$ cat config.mk
export PLATFORM = sky130hd
export DESIGN_NAME = bypass_net
export DESIGN_NICKNAME = d
export VERILOG_FILES = /design/src/rtl/bypass_pkg.sv /design/src/rtl/bypass_match.sv /design/src/rtl/bypass_net.sv
export SDC_FILE = /design/constraint.sdc
export NUM_CORES = 1
export LEC_CHECK = 0
export CAP_MARGIN = 40
export CORE_ASPECT_RATIO = 0.75
export CORE_MARGIN = 4
export CORE_UTILIZATION = 39
export DETAILED_ROUTE_END_ITERATION = 8
export GPL_TIMING_DRIVEN = 0
export PLACE_DENSITY = 0.9
export SETUP_SLACK_MARGIN = 0.4
export SLEW_MARGIN = 40
export SYNTH_ARGS = -nofsm -noshare
export SYNTH_HDL_FRONTEND = slang
export SYNTH_SLANG_ARGS = --single-unit
$ cat constraint.sdc
create_clock -name clk -period 5.8 [get_ports clk]
set_input_delay 1.16 -clock clk [delete_from_list [all_inputs] [get_ports clk]]
set_output_delay 1.16 -clock clk [all_outputs]
set_load 0.03 [all_outputs]
$ cat src/rtl/bypass_pkg.sv
// bypass_pkg: shared scoreboard entry type and default parameters for the
// operand bypass network. Entry fields are sized for the largest supported
// configuration (AREG_W <= 8, NSTAGE <= 16); narrower configs zero-extend.
package bypass_pkg;

  localparam int DEF_DATA_W = 32;
  localparam int DEF_NREAD  = 2;
  localparam int DEF_NSTAGE = 3;
  localparam int DEF_AREG_W = 5;

  localparam int AREG_MAX = 8;
  localparam int RDY_MAX  = 4;

  // One in-flight producer: its destination and the first stage index at
  // which its result appears on that stage's data bus.
  typedef struct packed {
    logic                valid;
    logic [AREG_MAX-1:0] waddr;
    logic [RDY_MAX-1:0]  rdy;
  } entry_t;

endpackage

$ cat src/rtl/bypass_match.sv
// bypass_match: per-read-port youngest-producer match, operand select and
// not-ready flag. The optional hold entry is matched at lowest priority.
module bypass_match
  import bypass_pkg::*;
#(
  parameter int DATA_W = DEF_DATA_W,
  parameter int NSTAGE = DEF_NSTAGE,
  parameter int AREG_W = DEF_AREG_W
) (
  input  entry_t [NSTAGE-1:0]        entries,
  input  logic   [NSTAGE*DATA_W-1:0] stage_data,
  input  logic   [AREG_W-1:0]        rd_addr,
  input  logic   [DATA_W-1:0]        rf_data,
  input  logic                       hold_valid,
  input  logic   [AREG_MAX-1:0]      hold_waddr,
  input  logic   [DATA_W-1:0]        hold_data,
  output logic   [DATA_W-1:0]        fwd_data,
  output logic                       not_ready
);

  logic [AREG_MAX-1:0] addr_ext;
  logic                addr_nz;

  assign addr_ext = AREG_MAX'(rd_addr);
  assign addr_nz  = |rd_addr;

  // Scan oldest to youngest so the youngest match wins, then pick the operand.
  always_comb begin
    logic               hit;
    int                 sel_idx;
    logic [RDY_MAX-1:0] sel_rdy;
    logic [DATA_W-1:0]  sel_data;
    // NOTE: every variable gets a default before any branch, so no path
    // through this block leaves a value held over and no latch is inferred.
    hit       = 1'b0;
    sel_idx   = 0;
    sel_rdy   = '0;
    sel_data  = '0;
    fwd_data  = rf_data;
    not_ready = 1'b0;
    for (int i = NSTAGE - 1; i >= 0; i--) begin
      if (entries[i].valid && (entries[i].waddr == addr_ext)) begin
        hit      = 1'b1;
        sel_idx  = i;
        sel_rdy  = entries[i].rdy;
        sel_data = stage_data[i*DATA_W +: DATA_W];
      end
    end
    if (hit && addr_nz) begin
      // A younger unready producer blocks any older ready one.
      if (sel_idx >= int'(sel_rdy)) fwd_data  = sel_data;
      else                          not_ready = 1'b1;
    end else if (hold_valid && addr_nz && (hold_waddr == addr_ext)) begin
      fwd_data = hold_data;
    end
  end

endmodule

$ cat src/rtl/bypass_net.sv
// bypass_net: tracks in-flight GPR writers per pipeline stage, resolves each
// read port to a forwarded result or register-file data, and raises stall on
// a load-use style hazard.
// Optional feature macro BYPASS_WB_HOLD_EN: keeps the entry retiring from the
// last stage for one more cycle, for a register file without write-through.
module bypass_net
  import bypass_pkg::*;
#(
  parameter int DATA_W = DEF_DATA_W,
  parameter int NREAD  = DEF_NREAD,
  parameter int NSTAGE = DEF_NSTAGE,
  parameter int AREG_W = DEF_AREG_W
) (
  input  logic                       clk,
  input  logic                       resetn,
  input  logic                       issue_valid,
  input  logic                       issue_wen,
  input  logic [AREG_W-1:0]          issue_waddr,
  input  logic [$clog2(NSTAGE)-1:0]  issue_rdy,
  input  logic                       advance,
  input  logic                       flush,
  input  logic [NSTAGE*DATA_W-1:0]   stage_data,
  input  logic [NREAD-1:0]           rd_en,
  input  logic [NREAD*AREG_W-1:0]    rd_addr,
  input  logic [NREAD*DATA_W-1:0]    rf_data,
  output logic [NREAD*DATA_W-1:0]    fwd_data,
  output logic                       stall
);

  entry_t [NSTAGE-1:0] entries;
  entry_t              issue_entry;
  logic   [NREAD-1:0]  not_ready;
  logic                hold_valid;
  logic [AREG_MAX-1:0] hold_waddr;
  logic [DATA_W-1:0]   hold_data;

  // Stall only matters for a real issue reading an unready operand.
  assign stall = issue_valid & |(rd_en & not_ready);

  // Entry loaded into stage 0; non-writers and r0 writers are recorded invalid.
  always_comb begin
    issue_entry.valid = issue_valid & ~stall & issue_wen & (|issue_waddr);
    issue_entry.waddr = AREG_MAX'(issue_waddr);
    issue_entry.rdy   = RDY_MAX'(issue_rdy);
  end

  // Stage tracker: flush beats advance; with neither, entries hold.
  always_ff @(posedge clk or negedge resetn) begin
    // NOTE: the tracker is a handful of flops, not a RAM, so resetting every
    // field is cheap and keeps stall/fwd_data clean straight out of reset.
    if (!resetn) begin
      entries <= '0;
    end else if (flush) begin
      for (int i = 0; i < NSTAGE; i++) entries[i].valid <= 1'b0;
    end else if (advance) begin
      // NOTE: non-blocking assignments make every stage read the pre-edge
      // value of its neighbour, so the shift order in this loop is irrelevant.
      entries[0] <= issue_entry;
      for (int i = 1; i < NSTAGE; i++) entries[i] <= entries[i-1];
    end
  end

`ifdef BYPASS_WB_HOLD_EN
  // Retire hold: valid only for the cycle after an entry leaves the last stage.
  always_ff @(posedge clk or negedge resetn) begin
    if (!resetn) begin
      hold_valid <= 1'b0;
      hold_waddr <= '0;
      hold_data  <= '0;
    end else if (advance && !flush) begin
      hold_valid <= entries[NSTAGE-1].valid;
      hold_waddr <= entries[NSTAGE-1].waddr;
      hold_data  <= stage_data[(NSTAGE-1)*DATA_W +: DATA_W];
    end else begin
      hold_valid <= 1'b0;
    end
  end
`else
  assign hold_valid = 1'b0;
  assign hold_waddr = '0;
  assign hold_data  = '0;
`endif

  for (genvar p = 0; p < NREAD; p++) begin : g_port
    bypass_match #(
      .DATA_W (DATA_W),
      .NSTAGE (NSTAGE),
      .AREG_W (AREG_W)
    ) u_match (
      .entries    (entries),
      .stage_data (stage_data),
      .rd_addr    (rd_addr[p*AREG_W +: AREG_W]),
      .rf_data    (rf_data[p*DATA_W +: DATA_W]),
      .hold_valid (hold_valid),
      .hold_waddr (hold_waddr),
      .hold_data  (hold_data),
      .fwd_data   (fwd_data[p*DATA_W +: DATA_W]),
      .not_ready  (not_ready[p])
    );
  end

endmodule

==> results.tsv <==
stage	metric	value	unit
outcome	status	finished, final reports clean	
logic_synthesis	dominant cells by area after synthesis	dfrtp_1 14%, o2111ai_1 13%, mux2_1 12%, mux2_2 11%, a31oi_1 9.7%	
worst_setup_path	Crit-path slowest cell	nor2_1	
die	chip height	98.7	um
logic_synthesis	Syn Nets	733	
logic_synthesis	synthesized netlist cell count	544	
timing	final setup violation count	0	
timing	final worst-path cycle share	0.924	
worst_setup_path	CP Cell Sequence	buf_2 -> xnor2_1 -> nand4_1 -> buf_4 -> buf_4 -> buf_4 -> nor2_1 -> nor2_1 -> ha_1 -> a21oi_4 -> a21oi_2 -> o31ai_4 -> buf_6 -> buf_12 -> mux2_1 -> buf_6	
cts	Clock Pin Slew Worst Setup and Hold Paths	0.06	ns
power_and_ir_drop	IR drop worst, VDD	0.145	mV
timing	slew margin rel.	0.500	
detailed_routing	DRC	0	
cts	CTS buffer count	3	
cts	Clk Latency, worst-skew pair	0.26	ns
cts	Hold-fix buffers, CTS	0	
die	die width	129	um
grt	number of global-route vias before repair	6159	
grt	GRT Util Overall	0.325	
hold_path	WHS Endpoint	entries[26]	
die	core area	10500	sq um
detailed_routing	Pre-antenna DRT Iters	6	
power_and_ir_drop	Pleak	0.00256	uW
worst_setup_path	Worst Setup End Kind	output port	
detailed_routing	post-route ant nets	0	
grt	number of antenna violations at the first check in global routing	0	
cts	CTS tree	yes	
worst_setup_path	number of cells on the worst reg-to-reg path	13	
grt	first-pass GRT wire length	33.7	mm
die	Die Area	12700	sq um
logic_synthesis	Yosys cell types	37	
logic_synthesis	Mapped Area	4270	sq um
hold_path	hold depth	1	
layout	share of layout cells above drive strength 1	0.245	
grt	grt ovf	0	
cts	CTS Sinks	24	
logic_synthesis	count leader, synth	nor3_1	
placement	Post-DP HPWL	16.1	mm
detailed_routing	initial DRC count	998	
timing	max-slew violations	0	
cts	H-tree levels	1	
layout	storage element area	601	sq um
die	Starting Density	0.407	
hold_path	worst hold path class	reg2reg	
flow_run	Maximum Capacitance Violations	0	
cts	deepest clock path buffer count	2	
worst_setup_path	reg2reg start	entries[6]	
logic_synthesis	Most used DFF post-synth	dfrtp_1	
timing	slack of the critical path	0.440	ns
placement	port buffer count	249	
layout	Top reg by flops	entries	
logic_synthesis	Synth top area share	0.141	
worst_setup_path	CP peak stage delay	0.35	ns
timing	worst clock skew	0.00228	ns
worst_setup_path	Setup Crit Path Kind	in2out	
placement	placed inst area	6930	sq um
detailed_routing	wire length per cell	23.4	um
die	Row Count	32	
timing	fmax	187	MHz
placement	RD Place Congestion	0.953	
worst_setup_path	Max FO, Critical Path	8	
worst_setup_path	critical path startpoint category	input pin	
timing	Final Hold Viols	0	
detailed_routing	Routed WL	22.5	mm
layout	filler instances	831	
logic_synthesis	Synthesis Warnings	0	
grt	largest net degree at the start of global routing	25	
logic_synthesis	Post-synth EDFFs	0	
timing	Period minus WS final	5.36	ns
logic_synthesis	FF+latch count, synth	24	
logic_synthesis	post-synthesis async set-or-reset flop share	1.00	
hold_path	HP Start	entries[26]	
worst_setup_path	CP arrival	4.20	ns
logic_synthesis	sequential share of the synthesized area	0.141	
worst_setup_path	WP data required	4.64	ns
power_and_ir_drop	pwr/cell area	142	nW/um^2
timing	Slew @ Worst Pin	0.750	ns
worst_setup_path	FF-to-FF setup slack	2.79	ns
layout	Top Registers	entries x24	
cts	CTS Root Buffer Type	clkbuf_16	
timing	unrepaired setup endpoints after global routing	yes	
worst_setup_path	most frequent CP cell	buf_4	
worst_setup_path	reg2reg end	entries[12]	
logic_synthesis	Mapped Avg Cell Area	7.86	sq um
die	I/O pin count	250	
detailed_routing	vias	6371	
timing	hold slack	0.562	ns
layout	area added between synthesis and finish	67.9	%
placement	pre-CTS setup slack	-0.776	ns
logic_synthesis	cell taking the most area after synthesis	dfrtp_1	
layout	multi-input logic area	3520	sq um
layout	Finished Cell Area	7180	sq um
layout	Nets	1016	
logic_synthesis	synth cell count leaders	67 x nor3_1, 66 x a31oi_1, 65 x nand3_1, 64 x o2111ai_1, 57 x clkbuf_1	
layout	fin util	0.684	
detailed_routing	vias per cell	6.62	
layout	Largest register FFs	24	
layout	n_diodes	0	
## power breakdown
group,switching [uW],leakage [uW],internal [uW]
registers,54.7,0.000290,202
clock network,60.8,0.0000511,137
logic,297,0.00222,267
## layer usage
metal	vias to the layer above	GRT usage	share of wire
met5	-	0	0
li1	2738	-	-
met1	2952	0.410	0.37
met2	575	0.553	0.46
met4	0	0.0807	0.037
met3	106	0.0823	0.12
## cell type report
cell class                      instances  share of cell area
Buffer                                 71              0.0507
Timing Repair Buffer                  278               0.336
Sequential cell                        24              0.0837
Tap cell                              136              0.0237
Inverter                                1            0.000523
Clock inverter                          1             0.00418
Clock buffer                            3              0.0105
Multi-Input combinational cell        448               0.490
## worst max-delay path by stage
stage          cells past startpoint           end  slack (ns)  startpoint
2_1_floorplan                     13         stall        0.77  rd_addr[0]
3_3_place_gp                      16  fwd_data[29]       -0.71  rd_addr[0]
3_5_place_dp                      16   fwd_data[4]       -0.78  rd_addr[3]
4_1_cts                           17  fwd_data[30]        0.41  rd_addr[1]
5_1_grt                           15  fwd_data[45]        0.34  rd_addr[5]
6_report                          16  fwd_data[48]        0.44  rd_addr[9]
## critical path, delay by kind of cell
kind,cells,cell delay (ns)
buf+inv,7,1.10
simple gates,3,0.67
compound gates,3,0.44
fa+ha+maj,1,0.33
mux,1,0.32
xor+xnor,1,0.16
## layout by cell type (no fill, tap or decap), types with 17 or more instances in the layout
cell type | Yosys | layout
mux2_1 | 44 | 44
nand3_1 | 65 | 65
buf_6 | 6 | 17
clkdlybuf4s50_1 | 0 | 173
buf_2 | 6 | 71
mux2_2 | 40 | 40
nor3_1 | 67 | 67
buf_4 | 0 | 28
o2111ai_1 | 64 | 64
clkbuf_1 | 57 | 49
dfrtp_1 | 24 | 24
a31oi_1 | 66 | 66
## cell families (layout without fill, tap and decap cells)
group,after synthesis,in the layout,share of synthesized area
adders and majority gates,4,4,0.0117
AOI/OAI and AO/OA,146,146,0.260
xor gates and xnor gates,30,30,0.0615
and+or+nand+nor,180,180,0.220
DFF,24,24,0.141
buffers and inverters,72,354,0.0755
muxes,88,88,0.231
## timing repair
item                       CTS  global route
setup endpoints to repair   65            65
setup buffers               15             8
pin swaps                   13            15
resized for setup          389            56
cloned                       6             0
## per-stage QoR
stage / cells / setup TNS [ns] / total power (uW)
CTS: 954 / 0 / 970
floorplan: 544 / 0 / 502
global placement: 929 / -41.62 / 748
global route: 962 / 0 / 1060
detailed placement: 929 / -45.19 / 767
finish: 962 / 0 / 1020
No activity file was read; power rests on OpenSTA's default activity.
==> variant 1: new RTL, same flow settings <==
Change the package constant `AREG_MAX` from 8 to 4.
--- a/src/rtl/bypass_pkg.sv
+++ b/src/rtl/bypass_pkg.sv
@@ -8,7 +8,7 @@
   localparam int DEF_NSTAGE = 3;
   localparam int DEF_AREG_W = 5;
 
-  localparam int AREG_MAX = 8;
+  localparam int AREG_MAX = 4;
   localparam int RDY_MAX  = 4;
 
   // One in-flight producer: its destination and the first stage index at
Check against the original RTL: not equivalent (a bounded check fails within 4 cycles, from zero or initial values and one cycle with resetn low).
==> variant 1 against the unedited design <==
Sequential power down 16%; maximum frequency up 0.75%; clock power down 22%; sequential cell count down 3; area after synthesis down 12%; power down 24%; sequential share of layout area down 0.71 points; routed wire length down 8.6%; setup slack better by 40 ps; cell area down 4.4%; combinational power down 29%.
==> variant 1: results (changes against the unedited design) <==
stage	metric	value	unit	change
worst_setup_path	rr_endpoint	entries[8]		was entries[12]
global_routing	grt_use_met1	38.3	%	was 41.0%
global_routing	grtUsageMet3	8.49	%	was 8.23%
global_routing	grt_max_degree	22		was 25
worst_setup_path	reg2reg_from	entries[15]		was entries[6]
worst_setup_path	path_max_fanout	10		was 8
pwr	p_leak	2.64	nW	was 2.56 nW
place	dpl.cell_count	880		was 929
worst_setup_path	crit_arrival	4160	ps	was 4200 ps
clocking	clkTransAtPathRegs	60	ps	about the same
worst_hold_path	hold_path_startpoint	entries[18]		was entries[26]
synthesis	synth_nets	692		was 733
clocking	cts_buffers	3		unchanged
place	hpwl	14300	µm	was 16,100 µm
finish	fill_cells	701		was 831
detailed_routing	routed_wl	20600	µm	was 22,500 µm
worst_setup_path	worstRegToRegCells	13		unchanged
clocking	clk_path_buf_depth	2		unchanged
clocking	cts-root-buf	clkbuf_16		unchanged
global_routing	grt_usage	33.4	%	was 32.5%
finish	drive_gt1_share	29.6	%	was 24.5%
synthesis	synth_seq_area_share	14.0	%	was 14.1%
detailed_routing	vias	5659		was 6,371
worst_hold_path	hold_class	reg -> reg		unchanged
global_routing	antenna_found_initial	0		unchanged
pwr	switching_share	36.6	%	was 40.4%
synthesis	synthTopCellsByArea	dfrtp_1 (14%), a21o_1 (13%), a311oi_2 (11%)		was dfrtp_1 (14%), o2111ai_1 (13%), mux2_1 (12%)
synthesis	ys_top_cells_by_count	nand2_1 (76), nor2_1 (74), nand3_1 (72)		was nor3_1 (67), a31oi_1 (66), nand3_1 (65)
clocking	clkLatencyLatePin	260	ps	about the same
finish	fin_nets	974		was 1,016
place	place.gp.congestion	0.939		was 0.953
global_routing	globalRouteMet2Util	58.2	%	was 55.3%
synthesis	avgSynthCellArea	7.46	µm²	was 7.86 µm²
synthesis	yosys_warnings	0		unchanged
finish	largestRegisters	entries (21)		was entries (24)
place	io_buffers	249		unchanged
detailed_routing	wl_per_cell	22.6	µm	was 23.4 µm
synthesis	yosysUniqueCellTypes	38		was 37
worst_setup_path	rrSetupSlack	2720	ps	was 2790 ps
synthesis	async_reset_ff_share	100	%	unchanged
worst_hold_path	worstHoldPathCells	1		unchanged
clocking	htreeDepth	1		unchanged
sta	fin_skew	0.792	ps	was 2.28 ps
global_routing	grt_pass1_vias	5849		was 6,159
finish	antenna_cells	0		unchanged
pwr	ir_worst_vdd	0.103	mV	was 0.145 mV
sta	tightest_slew	817	ps	was 750 ps
worst_hold_path	holdPathEnd	entries[18]		was entries[26]
detailed_routing	first_pass_iters	5		was 6
run_status	outcome	finished, final reports clean		unchanged
detailed_routing	drt-initial-drc-count	467		was 998
global_routing	grt_pass1_wl	30200	µm	was 33,700 µm
## variant 1: worst max-delay path by stage
stage | from | end | slack, ps | depth (start not counted)
floorplan | rd_addr[2] | fwd_data[23] | 990 | 15
global placement | rd_addr[0] | fwd_data[25] | -970 | 16
detailed placement | rd_addr[3] | fwd_data[25] | -1160 | 16
CTS | rd_addr[1] | fwd_data[25] | 380 | 17
global route | rd_addr[5] | fwd_data[46] | 400 | 17
finish | rd_addr[5] | fwd_data[45] | 480 | 17
## variant 1: cells by family after synthesis
group	count (synthesis)	synth area share, %
flip-flops	21	14.0
AND/OR/NAND/NOR	243	29.1
AO/OA/AOI/OAI	143	35.6
multiplexers	20	5.94
buffers and inverters	48	8.40
adder cells (fa/ha/maj)	4	1.33
XOR/XNOR	24	5.60
## variant 1: what timing repair did
action	CTS	global route
pin swaps	9	12
setup endpoints to repair	65	65
gates cloned	8	1
hold buffers	0	0
buffers inserted	12	7
resized for setup	366	119
## variant 1: metal layers
layer | share of wire [%] | vias up
met3 | 11 | 85
li1 | - | 2451
met5 | 0 | -
met1 | 36 | 2701
met4 | 4.3 | 0
met2 | 49 | 422
## variant 1: power by group through the flow
stage / sequential, mW / combinational (mW) / clock [mW]
after floorplan: 0.206 / 0.178 / 0
after global routing: 0.221 / 0.419 / 0.157
after global placement: 0.212 / 0.380 / 0
after CTS: 0.214 / 0.385 / 0.147
after detailed placement: 0.216 / 0.390 / 0
final: 0.217 / 0.401 / 0.154
## variant 1: stage by stage
step           setup WS (ps)  cell area (µm²)  total power, mW  hold WS [ps]
4_1_cts                  378             6630            0.747           549
3_5_place_dp           -1160             6400            0.606           529
3_3_place_gp            -971             6400            0.592           519
6_report                 480             6860            0.772           553
5_1_grt                  403             6860            0.796           571
2_1_floorplan            985             3750            0.384           503
## variant 1: area by class of cell
type,count,share of cell area [%]
multi-input cells,436,47.1
repair buffers,275,35.9
flip-flops and latches,21,7.66
plain buffers,48,5.86
well taps,128,2.33
clock buffers,3,1.09
clock inverters,1,0.0730
## variant 1: worst max-delay path, cell delays in order
cell	delay (ps)
clkbuf_2	150
xnor2_1	200
nand3_1	130
or2_2	320
buf_6	150
buf_4	180
nand3_1	100
a31oi_1	90
ha_1	300
nand2b_1	170
a21oi_2	240
nor2_4	80
buf_4	160
o31ai_4	190
buf_6	230
a21o_1	110
buf_2	190
==> variant 2: new RTL, config.mk and constraints unchanged <==
Made on the original files. The option `BYPASS_WB_HOLD_EN` is turned on by a define.
--- a/src/rtl/bypass_net.sv
+++ b/src/rtl/bypass_net.sv
@@ -3,6 +3,8 @@
 // a load-use style hazard.
 // Optional feature macro BYPASS_WB_HOLD_EN: keeps the entry retiring from the
 // last stage for one more cycle, for a register file without write-through.
+`define BYPASS_WB_HOLD_EN
+
 module bypass_net
   import bypass_pkg::*;
 #(
Check against the original RTL: same outputs for any inputs over 4 cycles, from zero or initial values and one cycle with resetn low; that may be too few to reach the edited logic, so the function may still have changed.
==> variant 2 against the unedited design <==
Power up 67%; register-to-register slack better by 60 ps; utilization down 6.3 points; sequential share of layout area up 9.5 points; cell area up 21%; area after synthesis up 32%; non-clock buffer count down 25; combinational power down 5.3%; first-iteration DRC count down 34%; critical endpoint is now fwd_data[30]; routed wire length up 9.8%; sequential cell count up 38; setup slack better by 13 ps.
==> variant 2: results (changes against the unedited design) <==
stage	metric	value	unit	change
detailed_routing	routed_wl	24800	µm	was 22,500 µm
detailed_routing	first_pass_iters	5		was 6
global_routing	grt_max_degree	43		was 25
synthesis	synth_cells	601		was 544
sta	tightest_slew	720	ps	was 750 ps
place	dp_worst_setup_slack	-580	ps	was -776 ps
synthesis	synth_nets	790		was 733
global_routing	grt_usage	28.6	%	was 32.5%
place	dpl.cell_count	1036		was 929
worst_setup_path	reg2reg_from	entries[25]		was entries[6]
synthesis	ys_top_cells_by_count	nor2_1 (77), a221oi_1 (66), dfrtp_1 (62)		was nor3_1 (67), a31oi_1 (66), nand3_1 (65)
sta	fin_skew	4.53	ps	was 2.28 ps
global_routing	grt_pass1_wl	37500	µm	was 33,700 µm
run_status	outcome	finished, final reports clean		unchanged
place	io_buffers	239		was 249
place	place_area	0.00831	mm²	was 0.00693 mm²
place	hpwl	18300	µm	was 16,100 µm
worst_setup_path	path_max_fanout	10		was 8
clocking	clkLatencyLatePin	340	ps	was 260 ps
synthesis	yosysUniqueCellTypes	55		was 37
worst_setup_path	worstRegToRegCells	12		was 13
pwr	p_leak	3.31	nW	was 2.56 nW
place	place.gp.congestion	0.941		was 0.953
finish	largestRegisters	hold_data (32), entries (24), hold_waddr (5)		was entries (24)
detailed_routing	vias	6569		was 6,371
worst_setup_path	cp_slowest_cell	a311o_1		was nor2_1
[variant 2: cell types whose count changed in the layout (fill, tap and decap cells not counted), sizes merged, moves of 26 or more]
cell | unedited run | this run
nor2 | 14 | 79
dfrtp | 24 | 62
a221oi | 0 | 66
nand3 | 65 | 3
o21ai | 1 | 63
nor3 | 67 | 5
o2111ai | 64 | 0
a31oi | 66 | 1
mux2 | 84 | 58
and2 | 6 | 36
o221a | 0 | 61
[variant 2: power breakdown]
part,switching (mW),internal [mW],total [mW]
Combinational,0.241,0.293,0.534
Clock,0.213,0.334,0.547
Sequential,0.103,0.517,0.620
Total,0.557,1.14,1.70
[variant 2: how the worst max path moves through the flow]
stage	start	end	slack [ps]	depth (start not counted)
floorplan	rd_addr[4]	fwd_data[28]	570	14
finish	rd_addr[2]	fwd_data[30]	450	17
detailed placement	rd_addr[2]	fwd_data[6]	-580	13
global placement	rd_addr[9]	fwd_data[56]	-470	15
CTS	rd_addr[6]	fwd_data[38]	400	16
global route	rd_addr[2]	fwd_data[31]	350	17
[variant 2: what timing repair did]
action | CTS | global route
pin swaps | 9 | 9
setup endpoints to repair | 65 | 63
hold buffers | 0 | 0
resized for setup | 236 | 107
setup buffers | 10 | 6
endpoints found under the hold margin | 0 | 0
gates cloned | 2 | 0
[variant 2: layout make-up]
cell class	count	area [µm²]
multi-input cells	470	3810
inverters	3	11.3
clock inverters	7	73.8
flip-flops and latches	62	1550
well taps	195	244
clock buffers	9	225
plain buffers	66	483
fillers	1228	5290
repair buffers	258	2290
[variant 2: per-stage QoR]
stage | util (%) | hold slack [ps]
after floorplan | - | 498
after global placement | 59.3 | 520
after global routing | 62.1 | 566
after CTS | 63.3 | 542
final | 62.1 | 547
after detailed placement | 59.4 | 530
[variant 2: cell families (layout without fill, tap and decap cells)]
family                   after synthesis  in the layout  share of synthesized area (%)
adder cells (fa/ha/maj)                4              4                          0.885
AND/OR/NAND/NOR                      156            156                           14.8
AO/OA/AOI/OAI                        210            210                           31.6
flip-flops                            62             62                           27.4
buffers and inverters                 69            343                           6.99
multiplexers                          60             60                           11.9
XOR/XNOR                              40             40                           6.33
[variant 2: critical path: cells and delay by family]
family | cells | cell delay [ps]
buffers and inverters | 6 | 1080
AND/OR/NAND/NOR | 6 | 850
AO/OA/AOI/OAI | 3 | 650
adder cells (fa/ha/maj) | 1 | 280
XOR/XNOR | 1 | 150
[variant 2: routing by layer]
layer / vias up / global-route usage, % / routed length [µm]
li1: 2886 / - / -
met1: 3184 / 37.3 / 9980
met2: 434 / 47.5 / 11800
met3: 65 / 7.02 / 2400
met4: 0 / 7.95 / 604
met5: - / 0 / 0
